**src/rtl/intr_controller.sv**
```systemverilog
// Edge-triggered interrupt controller: mask/pending/status registers on a simple bus and a one-at-a-time request FSM.
// Latency: an irqIn rising edge is pending 1 cycle later; intr rises 2 cycles after the edge (or after the EOI edge).
// Backpressure: none. Bus accesses are always accepted, and new requests stay pending until the current service ends.
module intr_controller #(
  parameter int               BITS      = 32,
  parameter int               NUM_SRC   = 4,
  parameter logic [BITS-1:0]  MASK_BASE = BITS'(32'hF0000800),
  parameter logic [BITS-1:0]  PEND_BASE = BITS'(32'hF0000804),
  parameter logic [BITS-1:0]  STAT_BASE = BITS'(32'hF0000808)
) (
  input  logic               clk,
  input  logic               reset,
  input  logic               we,
  input  logic               re,
  input  logic [BITS-1:0]    memAddr,
  input  logic [BITS-1:0]    dataBusIn,
  output logic [BITS-1:0]    dataBusOut,
  input  logic [NUM_SRC-1:0] irqIn,
  output logic               intr,
  input  logic               intAck,
  output logic [2:0]         intVec
);

  typedef enum logic [1:0] {
    IDLE  = 2'd0,
    REQ   = 2'd1,
    INSVC = 2'd2
  } state_t;

  state_t             state;
  state_t             state_nxt;
  logic [NUM_SRC-1:0] mask;
  logic [NUM_SRC-1:0] pending;
  logic [NUM_SRC-1:0] pend_nxt;
  logic [NUM_SRC-1:0] irq_q;
  logic [NUM_SRC-1:0] rise;
  logic [NUM_SRC-1:0] clr;
  logic [NUM_SRC-1:0] req_vec;
  logic [NUM_SRC-1:0] id_onehot;
  logic [2:0]         cur_id;
  logic [2:0]         lowest_id;
  logic               edge_en;
  logic               latch_id;
  logic               ack_clr;
  logic               mask_wr;
  logic               pend_wr;
  logic               eoi_wr;
  logic               unused_din;

  assign mask_wr    = we && (memAddr == MASK_BASE);
  assign pend_wr    = we && (memAddr == PEND_BASE);
  assign eoi_wr     = we && (memAddr == STAT_BASE);
  assign req_vec    = pending & mask;
  // Only the low NUM_SRC data bits are architecturally meaningful.
  assign unused_din = ^dataBusIn;

  // Pick the lowest-index enabled pending source.
  always_comb begin
    lowest_id = '0;
    for (int i = NUM_SRC - 1; i >= 0; i--) begin
      if (req_vec[i]) lowest_id = i[2:0];
    end
  end

  // One-hot of the source being serviced, used to clear its pending bit on ack.
  always_comb begin
    id_onehot = '0;
    for (int i = 0; i < NUM_SRC; i++) begin
      if (cur_id == i[2:0]) id_onehot[i] = 1'b1;
    end
  end

  // Pending next-value: W1C writes and ack clears, with a fresh rising edge always winning.
  // edge_en stays low for the first cycle after reset so a level held through reset is not seen as an edge.
  always_comb begin
    rise = irqIn & ~irq_q & {NUM_SRC{edge_en}};
    clr  = '0;
    if (pend_wr) clr = dataBusIn[NUM_SRC-1:0];
    if (ack_clr) clr = clr | id_onehot;
    pend_nxt = (pending & ~clr) | rise;
  end

  // Input sampling, mask and pending registers.
  always_ff @(posedge clk) begin
    if (reset) begin
      irq_q   <= '0;
      edge_en <= 1'b0;
      mask    <= '0;
      pending <= '0;
    end else begin
      irq_q   <= irqIn;
      edge_en <= 1'b1;
      pending <= pend_nxt;
      if (mask_wr) mask <= dataBusIn[NUM_SRC-1:0];
    end
  end

  // FSM state and the latched source ID; cur_id only changes when leaving IDLE.
  always_ff @(posedge clk) begin
    if (reset) begin
      state  <= IDLE;
      cur_id <= '0;
    end else begin
      state <= state_nxt;
      if (latch_id) cur_id <= lowest_id;
    end
  end

  // Next-state and request outputs; outputs are forced low while reset is asserted.
  always_comb begin
    state_nxt = state;
    latch_id  = 1'b0;
    ack_clr   = 1'b0;
    intr      = 1'b0;
    intVec    = '0;
    case (state)
      IDLE: begin
        if (|req_vec) begin
          latch_id  = 1'b1;
          state_nxt = REQ;
        end
      end
      REQ: begin
        intr   = 1'b1;
        intVec = cur_id;
        if (intAck) begin
          ack_clr   = 1'b1;
          state_nxt = INSVC;
        end
      end
      INSVC: begin
        intVec = cur_id;
        if (eoi_wr) state_nxt = IDLE;
      end
      default: state_nxt = IDLE;
    endcase
    if (reset) begin
      intr   = 1'b0;
      intVec = '0;
    end
  end

  // Combinational read mux; zero unless a clean read hits one of the three registers.
  always_comb begin
    dataBusOut = '0;
    if (re && !we && !reset) begin
      if (memAddr == MASK_BASE) begin
        dataBusOut[NUM_SRC-1:0] = mask;
      end else if (memAddr == PEND_BASE) begin
        dataBusOut[NUM_SRC-1:0] = pending;
      end else if (memAddr == STAT_BASE) begin
        dataBusOut[2:0] = cur_id;
        dataBusOut[3]   = (state == REQ);
        dataBusOut[4]   = (state == INSVC);
      end
    end
  end

endmodule
```
**config.mk**
```make
export PLATFORM = sky130hd
export DESIGN_NAME = intr_controller
export DESIGN_NICKNAME = d
export VERILOG_FILES = /design/src/rtl/intr_controller.sv
export SDC_FILE = /design/constraint.sdc
export NUM_CORES = 1
export LEC_CHECK = 0
export ABC_AREA = 1
export BUFFER_PORTS_ARGS = -buffer_cell sky130_fd_sc_hd__buf_2
export CAP_MARGIN = 10
export CORE_MARGIN = 4
export CORE_UTILIZATION = 44
export DETAILED_ROUTE_END_ITERATION = 8
export GPL_TIMING_DRIVEN = 0
export PLACE_DENSITY = 0.83
export SLEW_MARGIN = 5
export SYNTH_ARGS = -nofsm -noshare
export SYNTH_HDL_FRONTEND = slang
export SYNTH_SLANG_ARGS = --single-unit
```
**constraint.sdc**
```tcl
create_clock -name clk -period 2.41 [get_ports clk]
set_input_delay 0.482 -clock clk [delete_from_list [all_inputs] [get_ports clk]]
set_output_delay 0.482 -clock clk [all_outputs]
set_load 0.05 [all_outputs]
```
Word level (Yosys, flattened, before mapping)
Cells that the tools add are included.
{"block": "totals", "register_bits": 18, "input_bits": 73, "output_inout_bits": 36, "elab_cells": 66}
{"block": "classes", "n_eq_ne": 11, "mux": 29, "bitwise_logic": 8, "reduce_logical": 12}
{"cell": "32-bit equality test (second input constant)", "count": 3}
{"cell": "4-bit AND", "count": 4}
{"cell": "4-bit two-way mux", "count": 4}
{"cell": "3-bit two-way mux", "count": 5}
{"cell": "1-bit two-way mux", "count": 13}
{"cell": "5-bit two-way mux", "count": 2}
{"cell": "2-bit two-way mux", "count": 4}
{"cell": "4-bit NOT", "count": 2}
{"cell": "4-bit OR", "count": 2}
{"cell": "3-bit by 2-bit equality test with 1-bit output (second input constant)", "count": 2}
{"cell": "2-bit inequality test (second input constant)", "count": 3}
{"cell": "2-bit case mux with 3 select lines", "count": 1}
{"cell": "1-bit logical AND", "count": 5}
{"cell": "4-bit OR reduction", "count": 1}
{"cell": "3-bit by 1-bit equality test with 1-bit output (second input constant)", "count": 1}
{"cell": "3-bit zero test", "count": 1}
{"cell": "3-bit AND reduction", "count": 1}
{"cell": "2-bit by 1-bit equality test with 1-bit output (second input constant)", "count": 1}
{"cell": "2-bit equality test (second input constant)", "count": 1}
{"cell": "1-bit zero test", "count": 2}
{"cell": "2-bit zero test", "count": 1}
{"cell": "2-bit OR reduction", "count": 1}

Logic depth before layout (Yosys ltp)
Gate-level depths: netlist of the first run.
{"block": "logic_depth", "ltp_word": 8, "mapped_depth": 12}

Least setup slack after synthesis of the first run
OpenSTA, ideal clock, no wires.
{"block": "synth_path", "kind": "input to output", "start": "input memAddr[12]", "end": "output dataBusOut[2]", "arrival_ps": 1928, "setup_slack_ps": 0, "path_stages": 9, "path_buffers": 0, "path_cell_list": "inv_1 -> nand2_1 -> nor2_1 -> nand2_1 -> inv_2 -> nand2_2 -> nor2_1 -> nand4_1 -> a21oi_1"}
{"block": "synth_between", "elab_chain_len": 5}
{"element": "start: declaration", "line": "15", "rtl": "input logic [BITS-1:0] memAddr,"}
{"element": "32-bit equality test", "line": "151", "rtl": "end else if (memAddr == STAT_BASE) begin"}
{"element": "5-bit two-way mux", "line": "151"}
{"element": "4-bit two-way mux", "line": "149", "rtl": "end else if (memAddr == PEND_BASE) begin"}
{"element": "4-bit two-way mux *", "line": "147", "rtl": "if (memAddr == MASK_BASE) begin"}
{"element": "5-bit two-way mux *", "line": "146", "rtl": "if (re && !we && !reset) begin"}
{"element": "end: declaration", "line": "17", "rtl": "output logic [BITS-1:0] dataBusOut,"}
Mark *: on every way between the ends. The rest lies on a longest branch, timed or not.

Worst setup path after layout of the first run
{"block": "layout_path", "start": "input memAddr[16]", "end": "output dataBusOut[1]"}
Same word-level chain as after synthesis.

==> summary.txt, run 1 <==
Route
  • Residual DRC: 0
  • Initial DRC count: 58
  • Vias: 1,641
  • Drt pass-1 iters: 4
  • Drt total wl: 3491 um
  • Via density: between 4 and 5
  • WL/cell: 9.211 um
  • Final ANT Viol Nets: 0

Worst setup path
  • WP data required: ~1900 ps
  • R2R depth: 8
  • Crit path cell chain: buf_2 > inv_1 > nand2_1 > nor2_1 > nand2_1 > nor2_4 > and2_2 > nand2_1 > nand3_1 > nand2_1 > inv_1 > clkbuf_4
  • Critical path arrival: approximately 1800 ps
  • CP dominant cell by count: nand2_1
  • Worst Setup End Kind: output port
  • Max incr delay on CP: approximately 220 ps
  • Critical Path Source Type: input port
  • Critical path peak fanout: 9
  • Crit Path Class: input port to output port
  • CP max stage cell: nor2_4

Placed design
  • Post-DP HPWL: 2979 um
  • IO Port Bufs: 52
  • Routability cong.: 0.8814
  • Placed Area: approximately 1900 um^2

Synthesis
  • Largest family of logic cells by synthesized area: simple AND/OR/NAND/NOR gates
  • Count of different cell masters after synthesis: 23
  • Post-Synthesis Cells: around 250
  • FF+latch count, synth: 17
  • Avg Inst Size Synth: 5.844 um^2
  • Compound-Gate Fraction of Synth Area: a little under 8%
  • Post-Synth Simple-Gate Area: about two fifths
  • Post-synthesis instance area: 1473 um^2
  • Yosys warning total: 0
  • Sequential fraction of the synthesis area: 23.11%
  • XOR/XNOR Fraction of Synth Area: 0%
  • Post-synthesis mux area share: 0%
  • Adder-cell share of the synthesized area: roughly 3.4%

Global routing
  • Vias in the first global route: between 1,000 and 1,500
  • GR Util All Layers: 16.57%
  • First-pass GRT wire length: 5782 um
  • Largest net degree at the start of global routing: 11
  • Gr ovfl total: 0
  • Initial antenna violation count: 0

Floorplan
  • Top Ports: 109
  • Die W: 65.85 um
  • Die Y-Extent: 65.85 um
  • Die area: between 4000 and 5000 um^2
  • Row cnt: 20
  • Area of the core: between 3000 and 4000 um^2
  • Starting Density: 47.08%

Clock network
  • Clock root cell: clkbuf_4
  • Post-CTS sizing: 0
  • H-tree levels: 1
  • Clk slew on worst S/H paths: about 100 ps
  • Deepest clock path buffer count: 2
  • Setup bufs post-CTS: 0
  • Clock Latency Late Sink: 300 ps
  • Total CTS buffers: 3
  • # clock sinks: 17
  • CTS tree: yes
  • Cts hold-fix bufs: 0

Power and ir drop
  • Flop pwr share: 36.3%
  • Clock share of power: 17.6%
  • Pwr dens: 464.0 nW/um^2
  • Total power: 0.8953 mW
  • Net Sw Frac: 42.91%
  • NetSw: 0.3842 mW
  • Internal power: 0.5111 mW
  • Combinational share of power: 46.2%
  • Worst IR Drop VDD: 0.0004445 V
  • Static Leak: 1.116 nW

STA
  • Endpoints failing setup: 0
  • Fmax: between 0.4 and 0.5 GHz
  • Hold Violations, Final: 0
  • Final worst path period share: 93.22%
  • Clock Skews: between 3 and 4 ps
  • Total negative slack: 0 ps
  • Final Critical Period: 2246 ps
  • Worst hold slack: 383.8 ps
  • RSZ-0062 raised after global routing: false
  • Final Max Tran Viols: 0

Hold path
  • Hold WC Path Type: input port to flip-flop
  • Hold Path Depth: 2

Final layout
  • Design Area, Final: 1929 um^2
  • Layout cells sized above 1: 27.76%
  • Area grow syn2layout: 31.01%
  • Antenna cell count: 0
  • Nets@finish: a little over 400

Flow run
  • Max_cap viols: 0

Status
  • Status: finished clean
state kept, by name, summed over array words and instances (netlist names):
| name | flops |
|---|---|
| state | 2 |
| mask | 4 |
| pending | 4 |
| cur_id | 2 |
| edge_en | 1 |
| irq_q | 4 |
cells in the final DEF, fill, tap and decap left out:
cell type and count:
a21oi_1 8, inv_1 47, clkbuf_1 2, clkinv_1 1, buf_2 49, conb_1 28
ha_1 4, a211oi_1 1, nor2_1 43, nor2_2 2, nand4_1 6, clkbuf_4 6
nor3_1 3, nand3b_1 1, o21ai_0 6, nand3_1 21, nand2_1 49, and2_2 1
inv_2 2, o22ai_1 1, a21oi_2 1, dfxtp_1 17, nor2_4 2, nand2_2 2
buf_4 28, a31oi_1 4
through the flow:
step | setup WS (ps) | util [%] | std cells
final | 163.5 | 61.68 | 379
after global routing | 8.416 | 61.68 | 379
after CTS | 95.85 | 61.36 | 379
after detailed placement | 94.97 | 60.52 | 375
after global placement | 140.0 | 60.52 | 375
after floorplan | 153.9 | - | 279
logic make-up after synthesis:
| kind of cell | count (synthesis) |
|---|---|
| AOI/OAI and AO/OA | 21 |
| buffers and inverters | 79 |
| adders and majority gates | 4 |
| and+or+nand+nor | 130 |
| DFF | 17 |
| other | 1 |
critical path, delay by kind of cell:
kind / cells / cell delay (ps)
buf+inv: 4 / 440
simple gates: 8 / 860
synth_stat cells (all sizes together):
cell    number  area share (%)
nor3         3             1.0
conb         1            0.25
buf         28              14
a21oi        9             3.1
o21ai        6             2.0
nand3       21             7.1
o22ai        1            0.43
a31oi        4             1.7
dfxtp       17              23
clkinv       1            0.25
nor2        47              13
inv         49              12
nand3b       1            0.51
clkbuf       1            0.25
nand2       51              13
and2         1            0.51
nand4        6             2.5
a211oi       1            0.51
ha           4             3.4
area by class of cell:
type                    count  area, um^2
fillers                   327        1199
well taps                  44       55.05
repair buffers             52       267.8
flip-flops and latches     17       340.3
clock buffers               4       26.28
plain buffers              29       214.0
inverters                  50       187.7
multi-input cells         183       838.3
power groups by stage:
| stage | clock [mW] | combinational (mW) | sequential, mW |
|---|---|---|---|
| CTS | 0.160 | 0.409 | 0.325 |
| detailed placement | 0 | 0.407 | 0.332 |
| floorplan | 0 | 0.328 | 0.326 |
| global route | 0.173 | 0.471 | 0.330 |
| global placement | 0 | 0.400 | 0.331 |
| finish | 0.157 | 0.413 | 0.325 |
per-layer routing:
layer	track usage, %	wire length (um)
met5	0	0
met4	5.959	40
met3	3.401	325
met2	29.66	1625
met1	19.23	1499
path summary, 6_finish.rpt:
check / from / endpoint / slack (ps)
min reg2reg: irq_q[3]$_SDFF_PP0_ / pending[3]$_SDFF_PP0_ / 490
max reg2reg: state[0]$_SDFFE_PP0P_ / state[1]$_SDFFE_PP0P_ / 1040
min: reset / irq_q[2]$_SDFF_PP0_ / 380
max: memAddr[16] / dataBusOut[1] / 160
Note: power is estimated with default switching activity, not from simulation.
==> run 2: changes to the inputs <==
--- a/config.mk
+++ b/config.mk
@@ -8,6 +8,7 @@
 export ABC_AREA = 1
 export BUFFER_PORTS_ARGS = -buffer_cell sky130_fd_sc_hd__buf_2
 export CAP_MARGIN = 10
+export CORE_ASPECT_RATIO = 1.5
 export CORE_MARGIN = 4
 export CORE_UTILIZATION = 44
 export DETAILED_ROUTE_END_ITERATION = 8
==> run 2 against run 1 <==
  * Combinational power fell by 1%
  * Register-to-register slack got worse by 30 ps
  * Critical path type unchanged
  * Cell area rose by 0.52%
==> summary.txt, run 2 (synthesis gave the netlist of run 1 again) <==
STA
  • RSZ-0062 raised after global routing: false (unchanged)
  • Fmax: 0.4397 GHz (was 0.4451 GHz)
  • Final Critical Period: 2274 ps (was 2246 ps)
  • Worst hold slack: 419.3 ps (was 383.8 ps)
  • Endpoints failing setup: 0 (unchanged)
  • Final Max Tran Viols: 0 (unchanged)
  • Final worst path period share: 94.36% (was 93.22%)
  • Clock Skews: 8.382 ps (was 3.505 ps)
  • Hold Violations, Final: 0 (unchanged)
  • Total negative slack: 0 ps (unchanged)

Final layout
  • Layout cells sized above 1: 27.76% (unchanged)
  • Commonest cells after routing, fill and taps aside: 51 x buf_2, 49 x nand2_1, 48 x inv_1 (was 49 x nand2_1, 49 x buf_2, 47 x inv_1)
  • Reg area: 340.3 um^2 (unchanged)
  • Fill count: 316 (was 327)
  • Antenna cell count: 0 (unchanged)
  • Nets@finish: 413 (unchanged)
  • Biggest regs: irq_q (4), mask (4), pending (4) (unchanged)
  • Footprint of the multi-input gates: 838.3 um^2 (unchanged)
  • Area grow syn2layout: 31.69% (was 31.01%)
  • Design Area, Final: 1939 um^2 (was 1929 um^2)
  • Fin cells: 375 (was 379)
  • Commonest non-fill, non-tap cell in the layout: buf_2

Worst setup path
  • Delay-heaviest family, CP: simple AND/OR/NAND/NOR gates (unchanged)
  • Worst Setup End Kind: output port (unchanged)
  • WP data required: 1930 ps (about the same)
  • CP dominant cell by count: nand2_1 (unchanged)
  • Critical Path Source Type: input port (unchanged)
  • R2R Path Start: state[0]$_SDFFE_PP0P_ (unchanged)
  • R2R depth: 8 (unchanged)
  • Reg-to-reg slack, setup: 1010 ps (was 1040 ps)
  • Buf+Inv Stages, Crit Path: 4 (unchanged)
  • Critical Path Stages: 12 (unchanged)
  • CP max stage cell: buf_2 (was nor2_4)
  • Critical R2R Capture: state[1]$_SDFFE_PP0P_ (unchanged)
  • Critical path arrival: 1790 ps (was 1760 ps)
  • Critical path peak fanout: 9 (unchanged)
  • Crit Path Class: input port to output port (unchanged)
  • Crit path cell chain: buf_2 > inv_1 > nand2_1 > nor2_1 > nand2_1 > nor2_4 > and2_2 > nand2_1 > nand3_1 > nand2_1 > inv_1 > buf_2 (was buf_2 > inv_1 > nand2_1 > nor2_1 > nand2_1 > nor2_4 > and2_2 > nand2_1 > nand3_1 > nand2_1 > inv_1 > clkbuf_4)
  • Max incr delay on CP: 250 ps (was 220 ps)

Route
  • Top sig layer: met4 (unchanged)
  • WL/cell: 9.245 um (was 9.211 um)
  • Final ANT Viol Nets: 0 (unchanged)
  • Residual DRC: 0 (unchanged)
  • WL met1: 1304 um (was 1499 um)
  • Via density: 4.339 (was 4.330)
  • Vias: 1,627 (was 1,641)
  • Initial DRC count: 36 (was 58)
  • Drt pass-1 iters: 4 (unchanged)
  • WL met3: 288 um (was 325 um)
  • Met2 wire len: 1785 um (was 1625 um)
  • Drt total wl: 3467 um (was 3491 um)

Floorplan
  • Row cnt: 25 (was 20)
  • Starting Density: 46.16% (was 47.08%)
  • Area of the core: 3191 um^2 (was 3128 um^2)
  • Top Ports: 109 (unchanged)
  • Die Y-Extent: 78.86 um (was 65.85 um)
  • Die area: 4356 um^2 (was 4336 um^2)
  • Die W: 55.24 um (was 65.85 um)

Clock network
  • CTS tree: yes (unchanged)
  • Clock Latency Late Sink: 260 ps (was 300 ps)
  • Clock root cell: clkbuf_8 (was clkbuf_4)
  • Deepest clock path buffer count: 2 (unchanged)
  • H-tree levels: 1 (unchanged)
  • Clk slew on worst S/H paths: 60 ps (was 100 ps)
  • Total CTS buffers: 3 (unchanged)
  • # clock sinks: 17 (unchanged)
  • Cts hold-fix bufs: 0 (unchanged)

Global routing
  • Initial antenna violation count: 0 (unchanged)
  • Vias in the first global route: 1,484 (was 1,418)
  • First-pass GRT wire length: 5899 um (was 5782 um)
  • GR Util All Layers: 16.56% (was 16.57%)
  • Largest net degree at the start of global routing: 11 (unchanged)
  • Gr ovfl total: 0 (unchanged)

Placed design
  • Post-DP HPWL: 3013 um (was 2979 um)
  • Routability cong.: 0.8824 (was 0.8814)
  • Placed Area: 1888 um^2 (was 1893 um^2)
  • IO Port Bufs: 52 (unchanged)
  • Placed insts: 371 (was 375)

Hold path
  • HP Start: reset (unchanged)
  • Hold Path Depth: 2 (unchanged)
  • WHS Endpoint: irq_q[2]$_SDFF_PP0_ (unchanged)
  • Hold WC Path Type: input port to flip-flop (unchanged)

Power and ir drop
  • Worst IR Drop VDD: 0.0005388 V (was 0.0004445 V)
  • Pwr dens: 490.6 nW/um^2 (was 464.0 nW/um^2)
  • Static Leak: 1.131 nW (was 1.116 nW)

Flow run
  • Max_cap viols: 0 (unchanged)

Status
  • Status: finished clean (unchanged)
[run 2: changes by cell type in the layout (fill, tap and decap cells not counted), sizes merged]
cell,delta
buf,+2
clkbuf,-3
clkinv,+1
[run 2: worst max-delay path by stage]
stage                          to  slack, ps   startpoint
global route        dataBusOut[3]         10   memAddr[9]
floorplan               intVec[0]        150        reset
global placement    dataBusOut[3]        110  memAddr[10]
finish              dataBusOut[3]        140  memAddr[26]
detailed placement  dataBusOut[3]        100  memAddr[10]
CTS                 dataBusOut[3]         90  memAddr[10]
[run 2: where the power goes]
part / leakage (nW) / internal [mW] / switching (mW)
clock network: 0.0255 / 0.115 / 0.103
logic: 0.966 / 0.140 / 0.268
registers: 0.140 / 0.306 / 0.0196
[run 2: routing by layer]
metal,GRT usage (%),vias to the layer above
met2,31.99,64
met1,15.71,669
met3,3.902,8
met5,0,-
met4,9.002,0
li1,-,886
[run 2: what timing repair did]
item                                    CTS  global route
endpoints found under the setup margin    0             4
resized for setup                         0             2
buffers inserted                          0             0
[run 2: worst register-to-register path: stages, from the launching register on]
cell and delay [ps]:
dfxtp_1 390, inv_1 80, ha_1 240, nand3_1 90
nor2_1 50, nor2_1 220, nand3_1 110, nand2_1 70
nor2_1 50
[run 2: cell type report]
class                           instances  area share, %
Multi-Input combinational cell        183          43.23
Sequential cell                        17          17.55
Timing Repair Buffer                   52          13.55
Buffer                                 29          11.03
Inverter                               50          9.677
Tap cell                               40          2.581
Clock buffer                            3          2.129
Clock inverter                          1         0.2581
[run 2: stage by stage]
step | setup slack, ps | utilization [%] | total power [mW]
floorplan | 153.9 | - | 0.6541
global placement | 112.8 | 59.18 | 0.7284
detailed placement | 96.59 | 59.18 | 0.7373
CTS | 92.04 | 60.63 | 0.9556
global route | 11.01 | 60.78 | 1.030
finish | 135.8 | 60.78 | 0.9515
==> run 3: changes to the inputs <==
--- a/config.mk
+++ b/config.mk
@@ -10,10 +10,12 @@
 export CAP_MARGIN = 10
 export CORE_ASPECT_RATIO = 1.5
 export CORE_MARGIN = 4
-export CORE_UTILIZATION = 44
+export CORE_UTILIZATION = 45
+export CTS_BUF_LIST = sky130_fd_sc_hd__clkbuf_8
+export CTS_CLUSTER_DIAMETER = 40
 export DETAILED_ROUTE_END_ITERATION = 8
 export GPL_TIMING_DRIVEN = 0
-export PLACE_DENSITY = 0.83
+export PLACE_DENSITY = 0.88
 export SLEW_MARGIN = 5
 export SYNTH_ARGS = -nofsm -noshare
 export SYNTH_HDL_FRONTEND = slang
==> run 3 against run 2 <==
  * Cell area hardly changed
  * Cell count stayed put
  * Critical path depth stayed put
  * Register-to-register slack hardly changed
  * Worst hold slack worse by 5.7 ps
  * Sequential power hardly changed
  * Highest routed layer unchanged
  * Largest cell class unchanged
==> summary.txt, run 3 (synthesis gave the netlist of run 1 again) <==
STA
  • Final Max Tran Viols: 0 (unchanged)
  • Final worst path period share: 94.61% (was 94.36%)
  • Clock Skews: 1.880 ps (was 8.382 ps)
  • Final Critical Period: 2280 ps (was 2274 ps)
  • Total negative slack: 0 ps (unchanged)
  • Worst hold slack: 413.6 ps (was 419.3 ps)
  • Endpoints failing setup: 0 (unchanged)
  • RSZ-0062 raised after global routing: false (unchanged)
  • Fmax: 0.4386 GHz (was 0.4397 GHz)
  • Hold Violations, Final: 0 (unchanged)

Clock network
  • Clk slew on worst S/H paths: 70 ps (was 60 ps)
  • CTS tree: yes (unchanged)
  • Total CTS buffers: 3 (unchanged)
  • Clock Latency Late Sink: 260 ps (about the same)
  • # clock sinks: 17 (unchanged)
  • Cts hold-fix bufs: 0 (unchanged)
  • Deepest clock path buffer count: 2 (unchanged)
  • H-tree levels: 1 (unchanged)
  • Clock root cell: clkbuf_8 (unchanged)

Route
  • WL/cell: 9.413 um (was 9.245 um)
  • Vias: 1,630 (was 1,627)
  • Final ANT Viol Nets: 0 (unchanged)
  • Drt pass-1 iters: 4 (unchanged)
  • Via density: 4.347 (was 4.339)
  • Drt total wl: 3530 um (was 3467 um)
  • Initial DRC count: 27 (was 36)
  • Residual DRC: 0 (unchanged)

Final layout
  • Nets@finish: 413 (unchanged)
  • Fill count: 318 (was 316)
  • Antenna cell count: 0 (unchanged)
  • Layout cells sized above 1: 27.46% (was 27.76%)
  • Commonest non-fill, non-tap cell in the layout: buf_2 (unchanged)
  • Biggest regs: irq_q (4), mask (4), pending (4) (unchanged)
  • Design Area, Final: 1941 um^2 (was 1939 um^2)
  • Area grow syn2layout: 31.78% (was 31.69%)
  • Commonest cells after routing, fill and taps aside: 50 x buf_2, 49 x nand2_1, 49 x inv_1 (was 51 x buf_2, 49 x nand2_1, 48 x inv_1)

Global routing
  • Gr ovfl total: 0 (unchanged)
  • Largest net degree at the start of global routing: 11 (unchanged)
  • Initial antenna violation count: 0 (unchanged)
  • Vias in the first global route: 1,475 (was 1,484)
  • First-pass GRT wire length: 5713 um (was 5899 um)
  • GR Util All Layers: 17.39% (was 16.56%)

Worst setup path
  • Crit path from: memAddr[26] (unchanged)
  • R2R Path Start: state[0]$_SDFFE_PP0P_ (unchanged)
  • Critical path arrival: 1800 ps (was 1790 ps)
  • R2R depth: 8 (unchanged)
  • Critical Path Source Type: input port (unchanged)
  • Critical path destination: dataBusOut[1] (was dataBusOut[3])
  • Worst Setup End Kind: output port (unchanged)
  • Reg-to-reg slack, setup: 1010 ps (about the same)
  • WP data required: 1930 ps (about the same)
  • Critical R2R Capture: state[1]$_SDFFE_PP0P_ (unchanged)
  • Critical path peak fanout: 9 (unchanged)
  • Crit Path Class: input port to output port (unchanged)

Flow run
  • Max_cap viols: 0 (unchanged)

Floorplan
  • Die area: 4271 um^2 (was 4356 um^2)
  • Die Y-Extent: 78.06 um (was 78.86 um)
  • Die W: 54.71 um (was 55.24 um)
  • Starting Density: 46.61% (was 46.16%)
  • Top Ports: 109 (unchanged)
  • Row cnt: 25 (unchanged)
  • Area of the core: 3159 um^2 (was 3191 um^2)

Power and ir drop
  • Worst IR Drop VDD: 0.0004859 V (was 0.0005388 V)
  • Static Leak: 1.132 nW (was 1.131 nW)
  • Pwr dens: 489.8 nW/um^2 (was 490.6 nW/um^2)

Status
  • Status: finished clean (unchanged)

Placed design
  • Placed Area: 1888 um^2 (unchanged)
  • Post-DP HPWL: 3027 um (was 3013 um)
  • IO Port Bufs: 52 (unchanged)
  • Routability cong.: 0.8554 (was 0.8824)

Hold path
  • Hold WC Path Type: input port to flip-flop (unchanged)
run 3: worst max-delay path, stage by stage:
cell     delay, ps
buf_2           90
inv_1           70
nand2_1         60
nor2_1          80
nand2_1         90
nor2_4         220
and2_2         210
nand2_1         60
nand3_1         80
nand2_1         50
inv_1           50
buf_2          250
run 3: where the power goes:
part | leakage (nW) | total [mW] | internal [mW] | switching, mW
clock network | 0.0269 | 0.214 | 0.113 | 0.101
registers | 0.140 | 0.325 | 0.306 | 0.0188
logic | 0.965 | 0.411 | 0.140 | 0.271
run 3: layer usage:
metal | routed length [um] | share of wire [%] | track usage, %
met1 | 1249 | 35 | 17.00
met2 | 1845 | 52 | 33.06
met3 | 356 | 10 | 3.226
met4 | 78 | 2.2 | 6.733
met5 | 0 | 0 | 0
run 3: area by class of cell:
class	count	area, um^2	area share [%]
Buffer	29	214.0	11.03
Sequential cell	17	340.3	17.54
Inverter	50	187.7	9.671
Clock buffer	3	41.29	2.128
Timing Repair Buffer	52	265.3	13.67
Tap cell	40	50.05	2.579
Clock inverter	1	3.754	0.1934
Multi-Input combinational cell	183	838.3	43.20
run 3: how the worst min path moves through the flow:
stage	slack (ps)	cells past startpoint	end	start
global route	440	2	irq_q[2]$_SDFF_PP0_	reset
floorplan	460	2	mask[0]$_SDFFE_PP0P_	mask[0]$_SDFFE_PP0P_
global placement	460	2	mask[1]$_SDFFE_PP0P_	mask[1]$_SDFFE_PP0P_
finish	410	2	irq_q[2]$_SDFF_PP0_	reset
CTS	420	2	irq_q[2]$_SDFF_PP0_	reset
detailed placement	480	2	mask[0]$_SDFFE_PP0P_	mask[0]$_SDFFE_PP0P_
run 3: through the flow:
stage	worst slack [ps]	utilization (%)	std cells	power, mW
floorplan	153.9	-	279	0.6541
global placement	106.9	59.76	371	0.7292
detailed placement	103.6	59.76	371	0.7395
CTS	101.1	61.19	375	0.9475
global route	8.016	61.43	375	1.024
finish	130.0	61.43	375	0.9505
run 3: what timing repair did:
item / CTS / global route
setup buffers: 0 / 0
setup endpoints to repair: 0 / 4
gates resized for setup: 0 / 4
